<file path="config.mk">
export PLATFORM = sky130hd
export DESIGN_NAME = vector_alu_sequencer_flat
export DESIGN_NICKNAME = d
export VERILOG_FILES = /design/src/rtl/vector_alu_sequencer_if.sv /design/src/rtl/vector_alu_sequencer.sv /design/src/flat_wrapper.sv
export SDC_FILE = /design/constraint.sdc
export NUM_CORES = 1
export LEC_CHECK = 0
export ABC_AREA = 1
export BUFFER_PORTS_ARGS = -buffer_cell sky130_fd_sc_hd__buf_4
export CORE_MARGIN = 1
export CORE_UTILIZATION = 25
export CTS_CLUSTER_DIAMETER = 60
export DETAILED_ROUTE_END_ITERATION = 12
export MAX_ROUTING_LAYER = met4
export PLACE_DENSITY_LB_ADDON = 0.25
export REMOVE_ABC_BUFFERS = 1
export SETUP_SLACK_MARGIN = 0.3
export SYNTH_ARGS = -nofsm -noshare
export SYNTH_HDL_FRONTEND = slang
export SYNTH_SLANG_ARGS = --single-unit
</file>
<file path="constraint.sdc">
create_clock -name i_clk -period 3.8 [get_ports i_clk]
set_input_delay 0.76 -clock i_clk [delete_from_list [all_inputs] [get_ports i_clk]]
set_output_delay 0.76 -clock i_clk [all_outputs]
set_load 0.03 [all_outputs]
</file>
<file path="src/rtl/vector_alu_sequencer_if.sv">
// Command, register-file, ALU and status signals of the vector ALU sequencer.
// Latency: none, wires only; timing is set by the sequencer that drives it.
// Backpressure: commands are held off by o_ready; the other groups have no flow control.
interface vector_alu_sequencer_if #(
    parameter int VLEN = 128
);
    localparam int NW = VLEN / 32;
    localparam int AW = 5 + $clog2(NW);

    // command handshake and fields
    logic              i_valid;
    logic              o_ready;
    logic [5:0]        i_funct6;
    logic [4:0]        i_vs1;
    logic [4:0]        i_vs2;
    logic [4:0]        i_vd;
    logic [1:0]        i_sew;
    logic [7:0]        i_vl;
    logic              i_vm;
    logic [VLEN/8-1:0] i_v0;

    // register file read ports
    logic [AW-1:0]     o_rs1_addr;
    logic [AW-1:0]     o_rs2_addr;
    logic [31:0]       i_rs1_data;
    logic [31:0]       i_rs2_data;

    // ALU operands and control
    logic [31:0]       o_alu_in1;
    logic [31:0]       o_alu_in2;
    logic [5:0]        o_alu_funct6;
    logic              o_alu_8bits;
    logic              o_alu_16bits;
    logic [3:0]        o_alu_masks;
    logic [31:0]       i_alu_result;
    logic              i_alu_is_sat;

    // register file write port
    logic              o_rf_we;
    logic [AW-1:0]     o_rf_waddr;
    logic [31:0]       o_rf_wdata;
    logic [3:0]        o_rf_wbe;

    // completion and status
    logic              o_done;
    logic              o_illegal;
    logic              o_vxsat;
    logic              i_vxsat_clr;

    modport slave (
        input  i_valid, i_funct6, i_vs1, i_vs2, i_vd, i_sew, i_vl, i_vm, i_v0,
        input  i_rs1_data, i_rs2_data, i_alu_result, i_alu_is_sat, i_vxsat_clr,
        output o_ready, o_rs1_addr, o_rs2_addr,
        output o_alu_in1, o_alu_in2, o_alu_funct6, o_alu_8bits, o_alu_16bits, o_alu_masks,
        output o_rf_we, o_rf_waddr, o_rf_wdata, o_rf_wbe,
        output o_done, o_illegal, o_vxsat
    );

    modport master (
        output i_valid, i_funct6, i_vs1, i_vs2, i_vd, i_sew, i_vl, i_vm, i_v0,
        output i_rs1_data, i_rs2_data, i_alu_result, i_alu_is_sat, i_vxsat_clr,
        input  o_ready, o_rs1_addr, o_rs2_addr,
        input  o_alu_in1, o_alu_in2, o_alu_funct6, o_alu_8bits, o_alu_16bits, o_alu_masks,
        input  o_rf_we, o_rf_waddr, o_rf_wdata, o_rf_wbe,
        input  o_done, o_illegal, o_vxsat
    );
endinterface

</file>
<file path="src/rtl/vector_alu_sequencer.sv">
// Sequences one vector ALU command word by word: read operands, run ALU, write masked result.
// Latency: word k written 2k+2 cycles after acceptance, o_done at 2N+1 (1 for empty/illegal).
// Backpressure: o_ready only in IDLE; a command is held off until the previous one completes.
module vector_alu_sequencer #(
    parameter int VLEN = 128
) (
    input  logic                   i_clk,
    input  logic                   i_rst,
    vector_alu_sequencer_if.slave  bus
);
    localparam int NW = VLEN / 32;
    localparam int WB = $clog2(NW);
    localparam int EB = WB + 2;

    typedef enum logic [1:0] {IDLE, READ, EXEC, DONE} state_t;

    state_t            state_q;
    logic [WB-1:0]     k_q;
    logic [5:0]        funct6_q;
    logic [4:0]        vs1_q;
    logic [4:0]        vs2_q;
    logic [4:0]        vd_q;
    logic [1:0]        sew_q;
    logic              vm_q;
    logic [VLEN/8-1:0] v0_q;
    logic [7:0]        vl_q;
    logic [7:0]        n_q;
    logic              ready_q;
    logic              done_q;
    logic              illegal_q;
    logic              vxsat_q;
    logic              vxsat_d;

    logic              accept;
    logic [7:0]        vlmax;
    logic [7:0]        vl_eff;
    logic [7:0]        n_words;
    logic [EB-1:0]     e;
    logic [3:0]        lane_en;
    logic              last_word;
    logic              we;

    // Element that owns byte lane 'lane' of word k for the given element width.
    function automatic logic [EB-1:0] elem_idx(input logic [1:0] sew,
                                               input logic [WB-1:0] k,
                                               input logic [1:0] lane);
        case (sew)
            2'b00:   return {k, lane};
            2'b01:   return {1'b0, k, lane[1]};
            default: return {2'b00, k};
        endcase
    endfunction

    assign accept = bus.i_valid & ready_q;

    // Clamp the requested length to the register capacity and derive the word count.
    always_comb begin
        case (bus.i_sew)
            2'b00:   vlmax = 8'(VLEN / 8);
            2'b01:   vlmax = 8'(VLEN / 16);
            default: vlmax = 8'(VLEN / 32);
        endcase
        vl_eff = (bus.i_vl < vlmax) ? bus.i_vl : vlmax;
        case (bus.i_sew)
            2'b00:   n_words = (vl_eff + 8'd3) >> 2;
            2'b01:   n_words = (vl_eff + 8'd1) >> 1;
            default: n_words = vl_eff;
        endcase
    end

    // Byte-lane enables of the current word: element inside vl and not masked off.
    always_comb begin
        e       = '0;
        lane_en = '0;
        for (int j = 0; j < 4; j++) begin
            e          = elem_idx(sew_q, k_q, 2'(j));
            lane_en[j] = (8'(e) < vl_q) && (vm_q || v0_q[e]);
        end
    end

    // A write in the reset cycle is suppressed so an aborted command leaves no trace.
    assign we        = (state_q == EXEC) && (|lane_en) && !i_rst;
    assign last_word = (8'(k_q) == n_q - 8'd1);

    assign bus.o_ready      = ready_q;
    assign bus.o_rs1_addr   = {vs1_q, k_q};
    assign bus.o_rs2_addr   = {vs2_q, k_q};
    assign bus.o_alu_in1    = bus.i_rs2_data;
    assign bus.o_alu_in2    = bus.i_rs1_data;
    assign bus.o_alu_funct6 = funct6_q;
    assign bus.o_alu_8bits  = (sew_q == 2'b00);
    assign bus.o_alu_16bits = (sew_q == 2'b01);
    assign bus.o_alu_masks  = lane_en;
    assign bus.o_rf_we      = we;
    assign bus.o_rf_waddr   = {vd_q, k_q};
    assign bus.o_rf_wdata   = bus.i_alu_result;
    assign bus.o_rf_wbe     = we ? lane_en : 4'b0000;
    assign bus.o_done       = done_q;
    assign bus.o_illegal    = illegal_q;
    assign bus.o_vxsat      = vxsat_q;

    // Sticky saturation: set by a saturating op whose written word overflowed; clear wins.
    always_comb begin
        vxsat_d = vxsat_q;
        if (we && funct6_q[5] && !bus.i_alu_is_sat) vxsat_d = 1'b1;
        if (bus.i_vxsat_clr)                         vxsat_d = 1'b0;
    end

    // Saturation flag register.
    always_ff @(posedge i_clk) begin
        if (i_rst) vxsat_q <= 1'b0;
        else       vxsat_q <= vxsat_d;
    end

    // Command FSM: capture on acceptance, alternate READ/EXEC per word, pulse done.
    always_ff @(posedge i_clk) begin
        if (i_rst) begin
            state_q   <= IDLE;
            k_q       <= '0;
            ready_q   <= 1'b1;
            done_q    <= 1'b0;
            illegal_q <= 1'b0;
        end else begin
            case (state_q)
                IDLE: begin
                    done_q    <= 1'b0;
                    illegal_q <= 1'b0;
                    if (accept) begin
                        funct6_q <= bus.i_funct6;
                        vs1_q    <= bus.i_vs1;
                        vs2_q    <= bus.i_vs2;
                        vd_q     <= bus.i_vd;
                        sew_q    <= bus.i_sew;
                        vm_q     <= bus.i_vm;
                        v0_q     <= bus.i_v0;
                        vl_q     <= vl_eff;
                        n_q      <= n_words;
                        k_q      <= '0;
                        ready_q  <= 1'b0;
                        if (bus.i_sew == 2'b11 || n_words == 8'd0) begin
                            state_q   <= DONE;
                            done_q    <= 1'b1;
                            illegal_q <= (bus.i_sew == 2'b11);
                        end else begin
                            state_q <= READ;
                        end
                    end
                end
                READ: begin
                    state_q <= EXEC;
                end
                EXEC: begin
                    if (last_word) begin
                        state_q <= DONE;
                        done_q  <= 1'b1;
                        k_q     <= '0;
                    end else begin
                        state_q <= READ;
                        k_q     <= k_q + WB'(1);
                    end
                end
                DONE: begin
                    state_q   <= IDLE;
                    done_q    <= 1'b0;
                    illegal_q <= 1'b0;
                    ready_q   <= 1'b1;
                end
                default: state_q <= IDLE;
            endcase
        end
    end
endmodule

</file>
<file path="src/flat_wrapper.sv">
// flat-port wrapper written by rule: the top's interface ports become plain ports
module vector_alu_sequencer_flat 
#(
    parameter int VLEN = 128
)
  (i_clk, i_rst, bus_i_valid, bus_i_funct6, bus_i_vs1, bus_i_vs2, bus_i_vd, bus_i_sew, bus_i_vl, bus_i_vm, bus_i_v0, bus_i_rs1_data, bus_i_rs2_data, bus_i_alu_result, bus_i_alu_is_sat, bus_i_vxsat_clr, bus_o_ready, bus_o_rs1_addr, bus_o_rs2_addr, bus_o_alu_in1, bus_o_alu_in2, bus_o_alu_funct6, bus_o_alu_8bits, bus_o_alu_16bits, bus_o_alu_masks, bus_o_rf_we, bus_o_rf_waddr, bus_o_rf_wdata, bus_o_rf_wbe, bus_o_done, bus_o_illegal, bus_o_vxsat);
  vector_alu_sequencer_if #(.VLEN(VLEN)) bus_i ();
  input  logic i_clk;
  input  logic i_rst;
  input wire logic [$bits(bus_i.i_valid)-1:0] bus_i_valid;
  input wire logic [$bits(bus_i.i_funct6)-1:0] bus_i_funct6;
  input wire logic [$bits(bus_i.i_vs1)-1:0] bus_i_vs1;
  input wire logic [$bits(bus_i.i_vs2)-1:0] bus_i_vs2;
  input wire logic [$bits(bus_i.i_vd)-1:0] bus_i_vd;
  input wire logic [$bits(bus_i.i_sew)-1:0] bus_i_sew;
  input wire logic [$bits(bus_i.i_vl)-1:0] bus_i_vl;
  input wire logic [$bits(bus_i.i_vm)-1:0] bus_i_vm;
  input wire logic [$bits(bus_i.i_v0)-1:0] bus_i_v0;
  input wire logic [$bits(bus_i.i_rs1_data)-1:0] bus_i_rs1_data;
  input wire logic [$bits(bus_i.i_rs2_data)-1:0] bus_i_rs2_data;
  input wire logic [$bits(bus_i.i_alu_result)-1:0] bus_i_alu_result;
  input wire logic [$bits(bus_i.i_alu_is_sat)-1:0] bus_i_alu_is_sat;
  input wire logic [$bits(bus_i.i_vxsat_clr)-1:0] bus_i_vxsat_clr;
  output wire logic [$bits(bus_i.o_ready)-1:0] bus_o_ready;
  output wire logic [$bits(bus_i.o_rs1_addr)-1:0] bus_o_rs1_addr;
  output wire logic [$bits(bus_i.o_rs2_addr)-1:0] bus_o_rs2_addr;
  output wire logic [$bits(bus_i.o_alu_in1)-1:0] bus_o_alu_in1;
  output wire logic [$bits(bus_i.o_alu_in2)-1:0] bus_o_alu_in2;
  output wire logic [$bits(bus_i.o_alu_funct6)-1:0] bus_o_alu_funct6;
  output wire logic [$bits(bus_i.o_alu_8bits)-1:0] bus_o_alu_8bits;
  output wire logic [$bits(bus_i.o_alu_16bits)-1:0] bus_o_alu_16bits;
  output wire logic [$bits(bus_i.o_alu_masks)-1:0] bus_o_alu_masks;
  output wire logic [$bits(bus_i.o_rf_we)-1:0] bus_o_rf_we;
  output wire logic [$bits(bus_i.o_rf_waddr)-1:0] bus_o_rf_waddr;
  output wire logic [$bits(bus_i.o_rf_wdata)-1:0] bus_o_rf_wdata;
  output wire logic [$bits(bus_i.o_rf_wbe)-1:0] bus_o_rf_wbe;
  output wire logic [$bits(bus_i.o_done)-1:0] bus_o_done;
  output wire logic [$bits(bus_i.o_illegal)-1:0] bus_o_illegal;
  output wire logic [$bits(bus_i.o_vxsat)-1:0] bus_o_vxsat;
  assign bus_i.i_valid = bus_i_valid;
  assign bus_i.i_funct6 = bus_i_funct6;
  assign bus_i.i_vs1 = bus_i_vs1;
  assign bus_i.i_vs2 = bus_i_vs2;
  assign bus_i.i_vd = bus_i_vd;
  assign bus_i.i_sew = bus_i_sew;
  assign bus_i.i_vl = bus_i_vl;
  assign bus_i.i_vm = bus_i_vm;
  assign bus_i.i_v0 = bus_i_v0;
  assign bus_i.i_rs1_data = bus_i_rs1_data;
  assign bus_i.i_rs2_data = bus_i_rs2_data;
  assign bus_i.i_alu_result = bus_i_alu_result;
  assign bus_i.i_alu_is_sat = bus_i_alu_is_sat;
  assign bus_i.i_vxsat_clr = bus_i_vxsat_clr;
  assign bus_o_ready = bus_i.o_ready;
  assign bus_o_rs1_addr = bus_i.o_rs1_addr;
  assign bus_o_rs2_addr = bus_i.o_rs2_addr;
  assign bus_o_alu_in1 = bus_i.o_alu_in1;
  assign bus_o_alu_in2 = bus_i.o_alu_in2;
  assign bus_o_alu_funct6 = bus_i.o_alu_funct6;
  assign bus_o_alu_8bits = bus_i.o_alu_8bits;
  assign bus_o_alu_16bits = bus_i.o_alu_16bits;
  assign bus_o_alu_masks = bus_i.o_alu_masks;
  assign bus_o_rf_we = bus_i.o_rf_we;
  assign bus_o_rf_waddr = bus_i.o_rf_waddr;
  assign bus_o_rf_wdata = bus_i.o_rf_wdata;
  assign bus_o_rf_wbe = bus_i.o_rf_wbe;
  assign bus_o_done = bus_i.o_done;
  assign bus_o_illegal = bus_i.o_illegal;
  assign bus_o_vxsat = bus_i.o_vxsat;
  vector_alu_sequencer #(.VLEN(VLEN)) u_core (.i_clk(i_clk), .i_rst(i_rst), .bus(bus_i));
endmodule
</file>
Yosys cells after proc, flatten, opt, wreduce, memory -nomap -nowiden
Cells that the tools add are included.
{ "op_classes": {"reduce_logical": 28, "mux": 32, "order_cmp": 9, "n_eq_ne": 9, "add_sub_neg": 4, "bitwise": 2} }
{ "ops": {"columns": ["cell", "count"], "rows": [
  ["4-bit by 8-bit < comparator with 1-bit output", 4],
  ["4-bit case mux with 2 select lines", 4],
  ["4-bit by 5-bit < comparator with 1-bit output, second input constant", 4],
  ["1-bit binary-select mux with 4-bit select", 4],
  ["8-bit case mux with 2 select lines", 1],
  ["1-bit 2-to-1 mux", 10],
  ["2-bit 2-to-1 mux", 5],
  ["5-bit case mux with 2 select lines", 1],
  ["8-bit by 1-bit adder with 8-bit output, second input constant", 1],
  ["8-bit by 2-bit adder with 8-bit output, second input constant", 1],
  ["2-bit by 8-bit == test with 1-bit output", 1],
  ["1-bit logical AND", 8],
  ["8-bit logical NOT", 1],
  ["8-bit by 5-bit < comparator with 1-bit output", 1],
  ["8-bit 2-to-1 mux", 1],
  ["2-bit case mux with 4 select lines", 1],
  ["8-bit by 1-bit subtractor with 8-bit output, second input constant", 1],
  ["2-bit by 1-bit == test with 1-bit output, second input constant", 3],
  ["2-bit == test, second input constant", 3],
  ["2-bit logical NOT", 3],
  ["2-bit AND reduction", 3],
  ["1-bit logical OR", 5],
  ["4-bit 2-to-1 mux", 1],
  ["2-bit by 1-bit != test with 1-bit output, second input constant", 2],
  ["12 further kinds", 15]
]} }
{ "totals": {"inputBits": 149, "word_cells": 99, "ff_bits": 64} }

Depth between registers and ports, before layout
Gate-level depths: netlist (run 1).
{ "logic_depth": {"word_depth": 11, "mapped_depth": 22, "depth_no_buf": 22} }

Worst setup path after synthesis (run 1)
OpenSTA, ideal clock, no wires.
{ "synth_timing": {"path_kind": "input port to flip-flop", "from": "input port bus_i_valid", "to": "register u_core.funct6_q[0], in the netlist u_core.bus.o_alu_funct6[0], enable pin", "setup_ns": 0.470, "path_slack_ns": 0.111, "t_arrival_ns": 3.219, "n_path_buf": 0, "stages": 2, "cell_sequence": "nand3_1 nor2_1"} }
{ "synth_via": {"elab_chain_cells": 2} }
{ "synth_lines": {"columns": ["item", "line", "source"], "rows": [
  ["start, declared", "flat_wrapper.sv:10", "input wire logic [$bits(bus_i.i_valid)-1:0] bus_i_valid;"],
  ["1-bit AND", "vector_alu_sequencer.sv:54", "assign accept = bus.i_valid & ready_q;"],
  ["3-bit AND reduction (no line)", null, null],
  ["end signal, assigned", "vector_alu_sequencer.sv:129", "funct6_q <= bus.i_funct6;"],
  ["end, declared", "vector_alu_sequencer.sv:19", "logic [5:0] funct6_q;"]
]} }
Every way passes these cells.
A chain may end at the register's enable or synchronous reset.

Worst setup path in the final report (run 1)
{ "layout_timing": {"from": "register u_core.sew_q[1]", "to": "output port bus_o_rf_wbe[3]"} }
{ "layout_via": {"elab_chain_cells": 10, "word_cells_on_any_way": 30, "cone_classes": "order compare: 4; eq/ne: 1; mux: 13; reduce/logical: 12"} }
{ "layout_lines": {"columns": ["item", "line", "source"], "rows": [
  ["start, declared", "vector_alu_sequencer.sv:23", "logic [1:0] sew_q;"],
  ["start signal, assigned", "vector_alu_sequencer.sv:133", "sew_q <= bus.i_sew;"],
  ["2-bit by 1-bit == test with 1-bit output or 2-bit logical NOT (tied branches)", "vector_alu_sequencer.sv:47", "case (sew)"],
  ["4-bit case mux with 2 select lines", "vector_alu_sequencer.sv:47", null],
  ["1-bit binary-select mux with 4-bit select", "vector_alu_sequencer.sv:77", "lane_en[j] = (8'(e) < vl_q) && (vm_q || v0_q[e]);"],
  ["1-bit 2-to-1 mux (implied by the code)", "vector_alu_sequencer.sv:77", null],
  ["1-bit logical OR", "vector_alu_sequencer.sv:77", null],
  ["1-bit logical AND", "vector_alu_sequencer.sv:77", null],
  ["4-bit OR reduction", "vector_alu_sequencer.sv:82", "assign we = (state_q == EXEC) && (|lane_en) && !i_rst;"],
  ["1-bit logical AND (2 in a row)", "vector_alu_sequencer.sv:82", null],
  ["4-bit 2-to-1 mux *", "vector_alu_sequencer.sv:97", "assign bus.o_rf_wbe = we ? lane_en : 4'b0000;"],
  ["end, declared", "flat_wrapper.sv:36", "output wire logic [$bits(bus_i.o_rf_wbe)-1:0] bus_o_rf_wbe;"]
]} }
Mark *: on every way between the ends. The rest lies on a longest branch, timed or not. The select of a mux whose other input is x is not followed.

==> key figures, run 1 <==
Global route
  – First-pass GRT wire length: around 29,000 microns
  – Grt total ovfl: 0
  – Vias in the first global route: around 3,300
  – Gr usage total: 0.2506
  – Antenna violations before repair: 0
  – Largest net degree at the start of global routing: 37

Synthesis
  – Simple-gate area share of the yosys netlist: 0.2437
  – Number of synthesized flops with an enable pin: 56
  – Synth area leaders: edfxtp_1, buf_4, nand2_1, nand3_1, inv_1
  – Cells after synthesis: 513
  – Syn_area_per_cell: roughly 8.5 sq um
  – Yosys top cell by area: edfxtp_1
  – Synth cell count leaders: nand2_1, buf_4, nand3_1, edfxtp_1, inv_1
  – #FFs+latches synth: 64
  – Post-synthesis mux area share: 0
  – Yosys warning total: 0
  – Top-count cell post-synth: nand2_1
  – Sequential share of the synthesized area: 0.4220
  – Post-synth ARST share: 0
  – Synthesized cell area: 4364 sq um
  – XOR/XNOR share of the synthesized area: 0.004014
  – Main synth FF type: edfxtp_1
  – Largest family of logic cells by synthesized area: simple AND/OR/NAND/NOR gates
  – Synth Area in Compound Gates: 0.05763
  – Synth top area share: 0.3853
  – Post-synthesis adder-cell area fraction: 0.04014
  – Library cells used by synthesis: 39

Clock network
  – Clock buffer count from CTS: 9
  – Clk Latency, worst-skew pair: roughly 0.34 ns
  – Root buf cell: clkbuf_16
  – Maximum root-to-sink buffer count: 2
  – CTS Hold Bufs: 0
  – CTS tree: built
  – H-Tree Depth: 3
  – Clk slew on worst S/H paths: 0.06 ns
  – CTS sink cnt: 64

Drt
  – WL/cell: approximately 29 microns
  – Post-DRT Antenna Nets: 0
  – Total number of vias: roughly 3,500
  – Drt via density: between 4 and 5
  – Routed wire length: around 22,000 microns
  – Post-route DRC: 0
  – Drt pass-1 iters: 5
  – DRT iter0 DRCs: 240

Die
  – Die height: about 130 microns
  – IO Pins: between 200 and 300
  – Chip Width: ~130 microns
  – Initial Utilization: 0.2595
  – Core Box Area: 16,820 sq um
  – Die Area: approximately 18,000 sq um
  – Num rows: between 40 and 50

Timing
  – Worst rel slew slack: 0.5206
  – RSZ-0062 raised after global routing: no
  – Max-slew violation count: 0
  – Fin. Hold Viols: 0
  – Final worst path period share: 0.8646
  – Worst hold slack: roughly 0.46 ns
  – Setup Viol. Count Final: 0
  – Worst slew pin tran: roughly 0.7 ns
  – Fmax: a little over 0.3 GHz
  – Final min period: between 3 and 4 ns
  – Setup TNS: 0 ns
  – Final worst slack: 0.5144 ns
  – Clock skew: 0.005920 ns

Layout
  – Area Growth Syn to Fin: 16.80%
  – N_diodes: 0
  – Design Area, Final: slightly above 5000 sq um
  – Layout Cells excl Fill: 755
  – Layout cells sized above 1: 0.3196
  – Fin util: 0.3031
  – Layout Nets: a little under 700

Placement
  – Placed cells: between 700 and 800
  – Placer Congestion: 0.9511
  – DP Area: 4617 sq um
  – DPL Wire Length: approximately 19,000 microns
  – Dpl ws: around 0.53 ns
  – Port Buf Inserts: between 90 and 100

Critical path
  – CP Launch Type: flop
  – Worst EP required: a little over 3 ns
  – Worst Path Arrival: 2.53 ns
  – Crit Path Class: reg -> out
  – Crit. End Element: output pin
  – CP max FO: 5

Worst hold path
  – Hold Crit Class: reg -> reg

Run status
  – Status: completed

Flow run
  – Max cap viols: 0

Pwr
  – Leakage power: between 2 and 2.5 nW
  – Max VDD drop: roughly 260 uV
  – PD cells: around 570 nW/um^2
  – Overall Power: 2.902 mW
-- power breakdown --
part / total (mW) / internal [mW] / switching, mW
combinational: 1.06 / 0.378 / 0.682
sequential: 0.960 / 0.897 / 0.0631
clock: 0.882 / 0.568 / 0.314
-- worst max-delay path, cell delays in order (launching register included) --
cell and delay, ns:
edfxtp_1 0.45, inv_4 0.14, nand2_4 0.07, o22ai_4 0.20, ha_4 0.23, nand2_2 0.07, inv_1 0.06, nand2_1 0.05
inv_1 0.04, nand2_1 0.05, a21oi_1 0.07, a31oi_1 0.14, nand2_1 0.09, nand2_1 0.06, inv_1 0.04, nand2_2 0.09
nand2_4 0.07, nor2_2 0.13, buf_6 0.14
-- sequential cells by signal, summed over array words and instances (netlist names), 2 cells and up --
signal	cells
u_core.vl_q	8
u_core.vd_q	5
u_core.bus.o_alu_funct6	6
u_core.n_q	8
u_core.vs1_q	5
u_core.state_q	2
u_core.sew_q	2
u_core.v0_q	16
u_core.k_q	2
u_core.vs2_q	5
-- metal layers --
layer	track usage	up-vias	part of all wire	wire (microns)
met5	-	-	0	0
met4	0.04619	0	0.011	231
met3	0.3364	16	0.29	6386
met2	0.3497	330	0.41	9015
met1	0.1932	1535	0.28	6095
li1	-	1600	-	-
-- worst paths after layout --
check,to,cells past startpoint,slack [ns],start
worst max-delay path,bus_o_rf_wbe[3],18,0.51,u_core.sew_q[1]
worst min-delay path,u_core.bus.o_vxsat,2,0.46,u_core.bus.o_vxsat
worst max register to register,u_core.bus.o_vxsat,17,1.68,u_core.sew_q[1]
worst min register to register,u_core.bus.o_vxsat,2,0.46,u_core.bus.o_vxsat
-- cells by family after synthesis --
group	after synthesis
adders and majority gates	14
and+or+nand+nor	233
xor gates and xnor gates	2
buffers and inverters	161
other	1
DFF	64
AOI/OAI and AO/OA	38
-- placed cells by master, fill, tap and decap left out, types with 3 or more instances in the layout --
master and instances:
conb_1 6, edfxtp_1 56, nand3_1 59, nor2_1 31, o211ai_1 7, buf_6 3
o21ai_0 12, nor2_2 5, ha_1 12, clkinv_1 3, inv_1 46, a21oi_2 4
dfxtp_1 7, inv_2 5, nand2_1 103, clkbuf_16 9, nand3_2 4, nand2_2 15
buf_4 102, a21oi_1 6, nand2_4 5
-- layout make-up --
| type | instances | area, sq um |
|---|---|---|
| inverter | 55 | 215.2 |
| sequential | 64 | 1843 |
| fill | 1827 | 11720 |
| tap | 220 | 275.3 |
| multi-input combinational | 293 | 1618 |
| clock inverter | 7 | 86.33 |
| clock buffer | 9 | 225.2 |
| timing repair buffer | 107 | 834.6 |
-- what timing repair did --
action | CTS | global route
setup buffers | 1 | 7
pin swaps | 1 | 6
gates cloned | 0 | 0
setup endpoints to repair | 5 | 5
gates resized for setup | 2 | 26
No activity file was read; power rests on OpenSTA's default activity.
==> run 2: changes to the inputs <==
Settings changed: MAX_ROUTING_LAYER met4 to not set.
==> run 2 against run 1 <==
Against the previous run:
- wire length is 0.23% higher
- hold slack better by 0.0030 ns
- fmax is 2.9% lower
- via count shrank 0.34%
- utilization up 0.35 points
- total power rose by 0.80%
- combinational power barely moved
- cell count up 0.26%
- sequential cell count unchanged
- critical path type unchanged
- critical endpoint is now bus_o_rf_wbe[0]
- largest cell class unchanged
- largest power group unchanged
==> key figures, run 2 (synthesis results as in run 1) <==
Critical path
  – R2R Path End: u_core.bus.o_vxsat
  – Worst Path Arrival: about 2.6 ns
  – Cell Chain, Critical Path: inv_2 -> nand2_8 -> nor2_4 -> ha_4 -> a21o_1 -> a21oi_2 -> a21oi_2 -> a31oi_1 -> nand2_1 -> nand2_1 -> inv_1 -> nand2_2 -> nand2_4 -> nor2_2 -> buf_4
  – Crit Path Class: reg -> out
  – Crit. End Element: output pin
  – Reg2reg path depth: 14
  – CP Launch Type: flop
  – CP max FO: 6
  – Start of the worst register-to-register path: u_core.sew_q[0]
  – Crit-path max cell delay: ~0.45 ns
  – Worst path bufs/invs: 3
  – Worst EP required: between 3 and 4 ns
  – R2R setup slack: 1.61 ns
  – Critical-path top delay cell: edfxtp_1
  – CP top delay family: simple AND/OR/NAND/NOR gates

Timing
  – Setup TNS: 0 ns
  – Worst rel slew slack: 0.5252
  – Setup Viol. Count Final: 0
  – Worst slew pin tran: slightly above 0.7 ns
  – Final min period: between 3 and 4 ns
  – Clock skew: 0.004266 ns
  – Fin. Hold Viols: 0
  – RSZ-0062 raised after global routing: no
  – Fmax: a little under 0.3 GHz
  – Max-slew violation count: 0
  – Final worst path period share: 0.8904

Layout
  – Layout cells sized above 1: 0.3259
  – Layout Cells excl Fill: ~760
  – N_diodes: 0
  – Most frequent cells in the layout: buf_4, nand2_1, nand3_1
  – Layout Nets: a little under 700
  – Max FFs per register: 16
  – Design Area, Final: 5156 sq um
  – Register Area: ~1800 sq um
  – Largest Register: u_core.v0_q
  – Number of fill cells: 1,773
  – Fin util: 0.3066
  – Area Growth Syn to Fin: 18.15%
  – Multi-input logic area: between 1500 and 2000 sq um
  – Commonest non-fill, non-tap cell in the layout: buf_4
  – Largest regs: u_core.v0_q (16), u_core.n_q (8), u_core.vl_q (8)

Die
  – Die height: 134.1 microns
  – Core Box Area: ~17,000 sq um
  – IO Pins: approximately 290
  – Num rows: 47
  – Chip Width: around 130 microns
  – Initial Utilization: 0.2595
  – Die Area: 17,990 sq um

Worst hold path
  – Hold depth: 2
  – Worst hold endpoint: u_core.bus.o_vxsat
  – Hold Crit Class: reg -> reg
  – Hold_sp: u_core.bus.o_vxsat

Placement
  – DP Area: between 4000 and 5000 sq um
  – DPL Wire Length: 18,890 microns
  – Port Buf Inserts: between 90 and 100
  – Placed cells: 731
  – Placer Congestion: 0.9184

Drt
  – Drt via density: ~4.6
  – DRT iter0 DRCs: ~190
  – WL/cell: roughly 29 microns
  – Total number of vias: 3,469
  – Post-DRT Antenna Nets: 0
  – Drt pass-1 iters: 6
  – Post-route DRC: 0
  – Routed wire length: ~22,000 microns

Global route
  – Antenna violations before repair: 0
  – Gr usage total: 0.2411
  – Vias in the first global route: 3,321
  – Grt total ovfl: 0
  – First-pass GRT wire length: about 28,000 microns
  – Largest net degree at the start of global routing: 37

Pwr
  – Leakage power: roughly 2.3 nW
  – PD cells: around 570 nW/um^2
  – Max VDD drop: about 290 uV

Clock network
  – Clk Latency, worst-skew pair: approximately 0.33 ns
  – Clk slew on worst S/H paths: roughly 0.06 ns
  – Maximum root-to-sink buffer count: 2
  – CTS tree: built
  – H-Tree Depth: 3
  – Clock buffer count from CTS: 9
  – CTS sink cnt: 64
  – Root buf cell: clkbuf_16

Run status
  – Status: completed

Flow run
  – Max cap viols: 0
[run 2: cell types whose count changed in the layout (fill, tap and decap cells not counted), moves of 2 or more]
cell      delta
nor2_4       +3
nand2_2      -2
clkinv_2     -2
nand2_4      +3
nor2_2       -2
[run 2: area by class of cell]
type / instances / share of cell area
clock buffers: 10 / 0.04441
repair buffers: 109 / 0.1655
multi-input cells: 293 / 0.3213
well taps: 220 / 0.05339
clock inverters: 6 / 0.01626
flip-flops and latches: 64 / 0.3574
inverters: 55 / 0.04174
[run 2: repair_timing]
action	in CTS	in global routing
setup endpoints to repair	5	5
pin swaps	1	8
cloned	0	0
setup buffers	1	9
hold buffers	0	0
gates resized for setup	1	37
[run 2: report_power, final]
| group | internal, mW | leakage, nW | switching (mW) |
|---|---|---|---|
| clock network | 0.571 | 0.148 | 0.308 |
| registers | 0.897 | 0.582 | 0.0623 |
| logic | 0.394 | 1.55 | 0.694 |
| total | 1.86 | 2.28 | 1.06 |
[run 2: worst max path at each step]
| stage | end | cells past startpoint | slack (ns) | start |
|---|---|---|---|---|
| after detailed placement | u_core.state_q[1] | 20 | 0.53 | bus_i_sew[1] |
| after CTS | bus_o_rf_wbe[0] | 17 | 0.31 | u_core.k_q[0] |
| final | bus_o_rf_wbe[0] | 15 | 0.42 | u_core.sew_q[0] |
| after global placement | u_core.bus.o_done | 21 | 0.60 | bus_i_sew[1] |
| after floorplan | bus_o_rf_wbe[0] | 14 | -0.14 | u_core.k_q[0] |
| after global routing | bus_o_rf_wbe[0] | 15 | 0.25 | u_core.sew_q[1] |
[run 2: tightest hold or removal path, stage by stage (launching register included)]
cell and delay [ns]:
dfxtp_1 0.31, inv_1 0.06, a21oi_2 0.05
[run 2: metrics by stage]
| stage | worst slack, ns | total power, mW | hold slack, ns |
|---|---|---|---|
| 3_3_place_gp | 0.5989 | 1.963 | 0.4472 |
| 2_1_floorplan | -0.1408 | 1.610 | 0.4789 |
| 5_1_grt | 0.2531 | 3.086 | 0.4776 |
| 3_5_place_dp | 0.5344 | 1.966 | 0.4518 |
| 4_1_cts | 0.3066 | 2.861 | 0.4605 |
| 6_report | 0.4165 | 2.926 | 0.4597 |
[run 2: routing by layer]
layer	up-vias	wire length [microns]	global-route usage
li1	1608	-	-
met1	1491	5488	0.1721
met2	344	8922	0.3417
met3	22	6709	0.3485
met4	4	484	0.06617
met5	-	173	0.07500
==> run 3: changes to the inputs <==
Settings changed: PLACE_DENSITY_LB_ADDON 0.25 to not set.
==> run 3 against run 2 <==
Against the previous run:
- global-route usage increased by 0.70 points
- die area unchanged
- via count unchanged
- critical path depth unchanged
- hold slack about the same
- utilization increased by 0.25 points
- total power increased by 0.89%
- sequential share of layout area decreased by 0.27 points
- sequential cell count unchanged
- worst setup slack got worse by 0.031 ns
- wire length increased by 2.9%
- critical path type unchanged
- largest power group unchanged
- highest routed layer unchanged
==> key figures, run 3 (synthesis results as in run 1) <==
Drt
  – WL/cell: between 20 and 30 microns
  – Post-route DRC: 0
  – Post-DRT Antenna Nets: 0
  – Drt via density: between 4 and 5
  – DRT iter0 DRCs: between 200 and 250
  – Routed wire length: 22,400 microns
  – Drt pass-1 iters: 5
  – Total number of vias: between 3,000 and 4,000

Timing
  – Fin. Hold Viols: 0
  – Final min period: about 3.4 ns
  – Clock skew: between 0.007 and 0.008 ns
  – Worst hold slack: about 0.46 ns
  – RSZ-0062 raised after global routing: yes
  – Setup Viol. Count Final: 0
  – Final worst path period share: 0.8985
  – Worst rel slew slack: 0.4906
  – Fmax: between 0.2 and 0.3 GHz
  – Worst slew pin tran: between 0.7 and 0.8 ns
  – Max-slew violation count: 0

Layout
  – Design Area, Final: a little over 5000 sq um
  – Largest regs: u_core.v0_q (16), u_core.n_q (8), u_core.vl_q (8)
  – Register Area: 1844 sq um
  – Area Growth Syn to Fin: 19.12%
  – N_diodes: 0
  – Multi-input logic area: 1664 sq um
  – Commonest non-fill, non-tap cell in the layout: buf_4
  – Layout cells sized above 1: 0.3425
  – Max FFs per register: 16
  – Most frequent cells in the layout: buf_4, nand2_1, nand3_1
  – Largest Register: u_core.v0_q
  – Layout Nets: between 700 and 800
  – Number of fill cells: around 1,800

Critical path
  – Worst Path Arrival: between 2 and 3 ns
  – Crit Path Class: reg -> out
  – Worst EP required: just over 3 ns
  – Crit-path max cell delay: approximately 0.46 ns
  – CP max FO: 5
  – Cell Chain, Critical Path: inv_2 -> nand2_8 -> nor2_4 -> ha_4 -> a21o_1 -> a21oi_2 -> a21oi_2 -> a31oi_1 -> nand2_1 -> nand2_1 -> inv_1 -> nand2_2 -> nand2_4 -> nor2_4 -> buf_6
  – CP Launch Type: flop
  – Crit. End Element: output pin
  – Critical-path top delay cell: edfxtp_1

Die
  – Num rows: 47
  – Die Area: between 15,000 and 20,000 sq um
  – IO Pins: 287
  – Core Box Area: ~17,000 sq um
  – Die height: ~130 microns
  – Initial Utilization: 0.2595
  – Chip Width: approximately 130 microns

Global route
  – Gr usage total: 0.2481
  – Grt total ovfl: 0
  – First-pass GRT wire length: a little under 30,000 microns
  – Largest net degree at the start of global routing: between 50 and 60
  – Vias in the first global route: approximately 3,200
  – Antenna violations before repair: 0

Flow run
  – Max cap viols: 0

Pwr
  – PD cells: ~570 nW/um^2
  – Comb power frac: 0.370
  – Max VDD drop: between 200 and 250 uV
  – Clock power frac: 0.302
  – Switch share: 0.3662
  – Leakage power: 2.300 nW
  – Seq pwr share: 0.328
  – Int Power: between 1.5 and 2 mW
  – Sw Pwr: about 1.1 mW

Run status
  – Status: completed

Clock network
  – CTS tree: built
  – Clock buffer count from CTS: 9
  – Clk Latency, worst-skew pair: about 0.34 ns
  – H-Tree Depth: 3
  – Clk slew on worst S/H paths: roughly 0.050 ns
  – Root buf cell: clkbuf_16
  – CTS sink cnt: 64
  – Maximum root-to-sink buffer count: 2

Placement
  – Placer Congestion: slightly below 1
  – DPL Wire Length: 19,470 microns
  – DP Area: between 4000 and 5000 sq um
  – Port Buf Inserts: between 90 and 100

Worst hold path
  – Hold Crit Class: reg -> reg
[run 3: changes by cell type in the layout (fill, tap and decap cells not counted), sizes merged]
cell      delta
clkinv       -1
buf          +6
clkinvlp     +1
[run 3: what timing repair did]
action | 4_1_cts | 5_1_grt
hold buffers | 0 | 0
hold endpoints to repair | 0 | 0
resized for setup | 3 | 40
pin swaps | 1 | 12
cloned | 0 | 1
setup endpoints to repair | 5 | 5
setup buffers | 1 | 14
[run 3: power groups by stage]
stage	clock, mW	combinational [mW]	sequential, mW
after floorplan	0	0.532	1.08
after global placement	0	0.981	0.976
after detailed placement	0	0.980	0.974
after CTS	0.908	0.988	0.965
after global routing	0.929	1.19	0.980
final	0.891	1.09	0.968
[run 3: routing by layer]
| layer | up-vias | part of all wire | wire (microns) | track usage |
|---|---|---|---|---|
| li1 | 1624 | - | - | - |
| met1 | 1473 | 0.23 | 5062 | 0.1593 |
| met2 | 347 | 0.45 | 10020 | 0.3860 |
| met3 | 23 | 0.30 | 6767 | 0.3485 |
| met4 | 2 | 0.022 | 494 | 0.06929 |
| met5 | - | 0.0023 | 51 | 0.02222 |
[run 3: layout make-up]
class / count / area share
Multi-Input combinational cell: 293 / 0.3201
Clock buffer: 10 / 0.04404
Tap cell: 220 / 0.05295
Clock inverter: 6 / 0.01613
Timing Repair Buffer: 115 / 0.1706
Sequential cell: 64 / 0.3548
Inverter: 55 / 0.04140
[run 3: path summary, 6_finish.rpt]
check / start / to / slack [ns] / depth (start not counted)
max reg2reg: u_core.sew_q[0] / u_core.bus.o_vxsat / 1.60 / 14
max: u_core.sew_q[0] / bus_o_rf_wbe[0] / 0.39 / 15
min reg2reg: u_core.bus.o_vxsat / u_core.bus.o_vxsat / 0.46 / 2
min: u_core.bus.o_vxsat / u_core.bus.o_vxsat / 0.46 / 2
[run 3: worst max-delay path: cells and delay by family (launching register included)]
family	cells	cell delay (ns)
simple gates	7	0.75
compound gates	4	0.55
flops	1	0.46
buf+inv	3	0.32
fa+ha+maj	1	0.23
[run 3: stage by stage]
step	total power, mW	util	setup TNS, ns	cells	setup WS, ns
2_1_floorplan	1.610	-	-0.5631	412	-0.1408
3_3_place_gp	1.958	0.2738	0	731	0.4816
3_5_place_dp	1.954	0.2738	0	731	0.4746
4_1_cts	2.860	0.2933	0	748	0.3028
5_1_grt	3.101	0.3091	0	763	0.1975
6_report	2.952	0.3091	0	763	0.3857
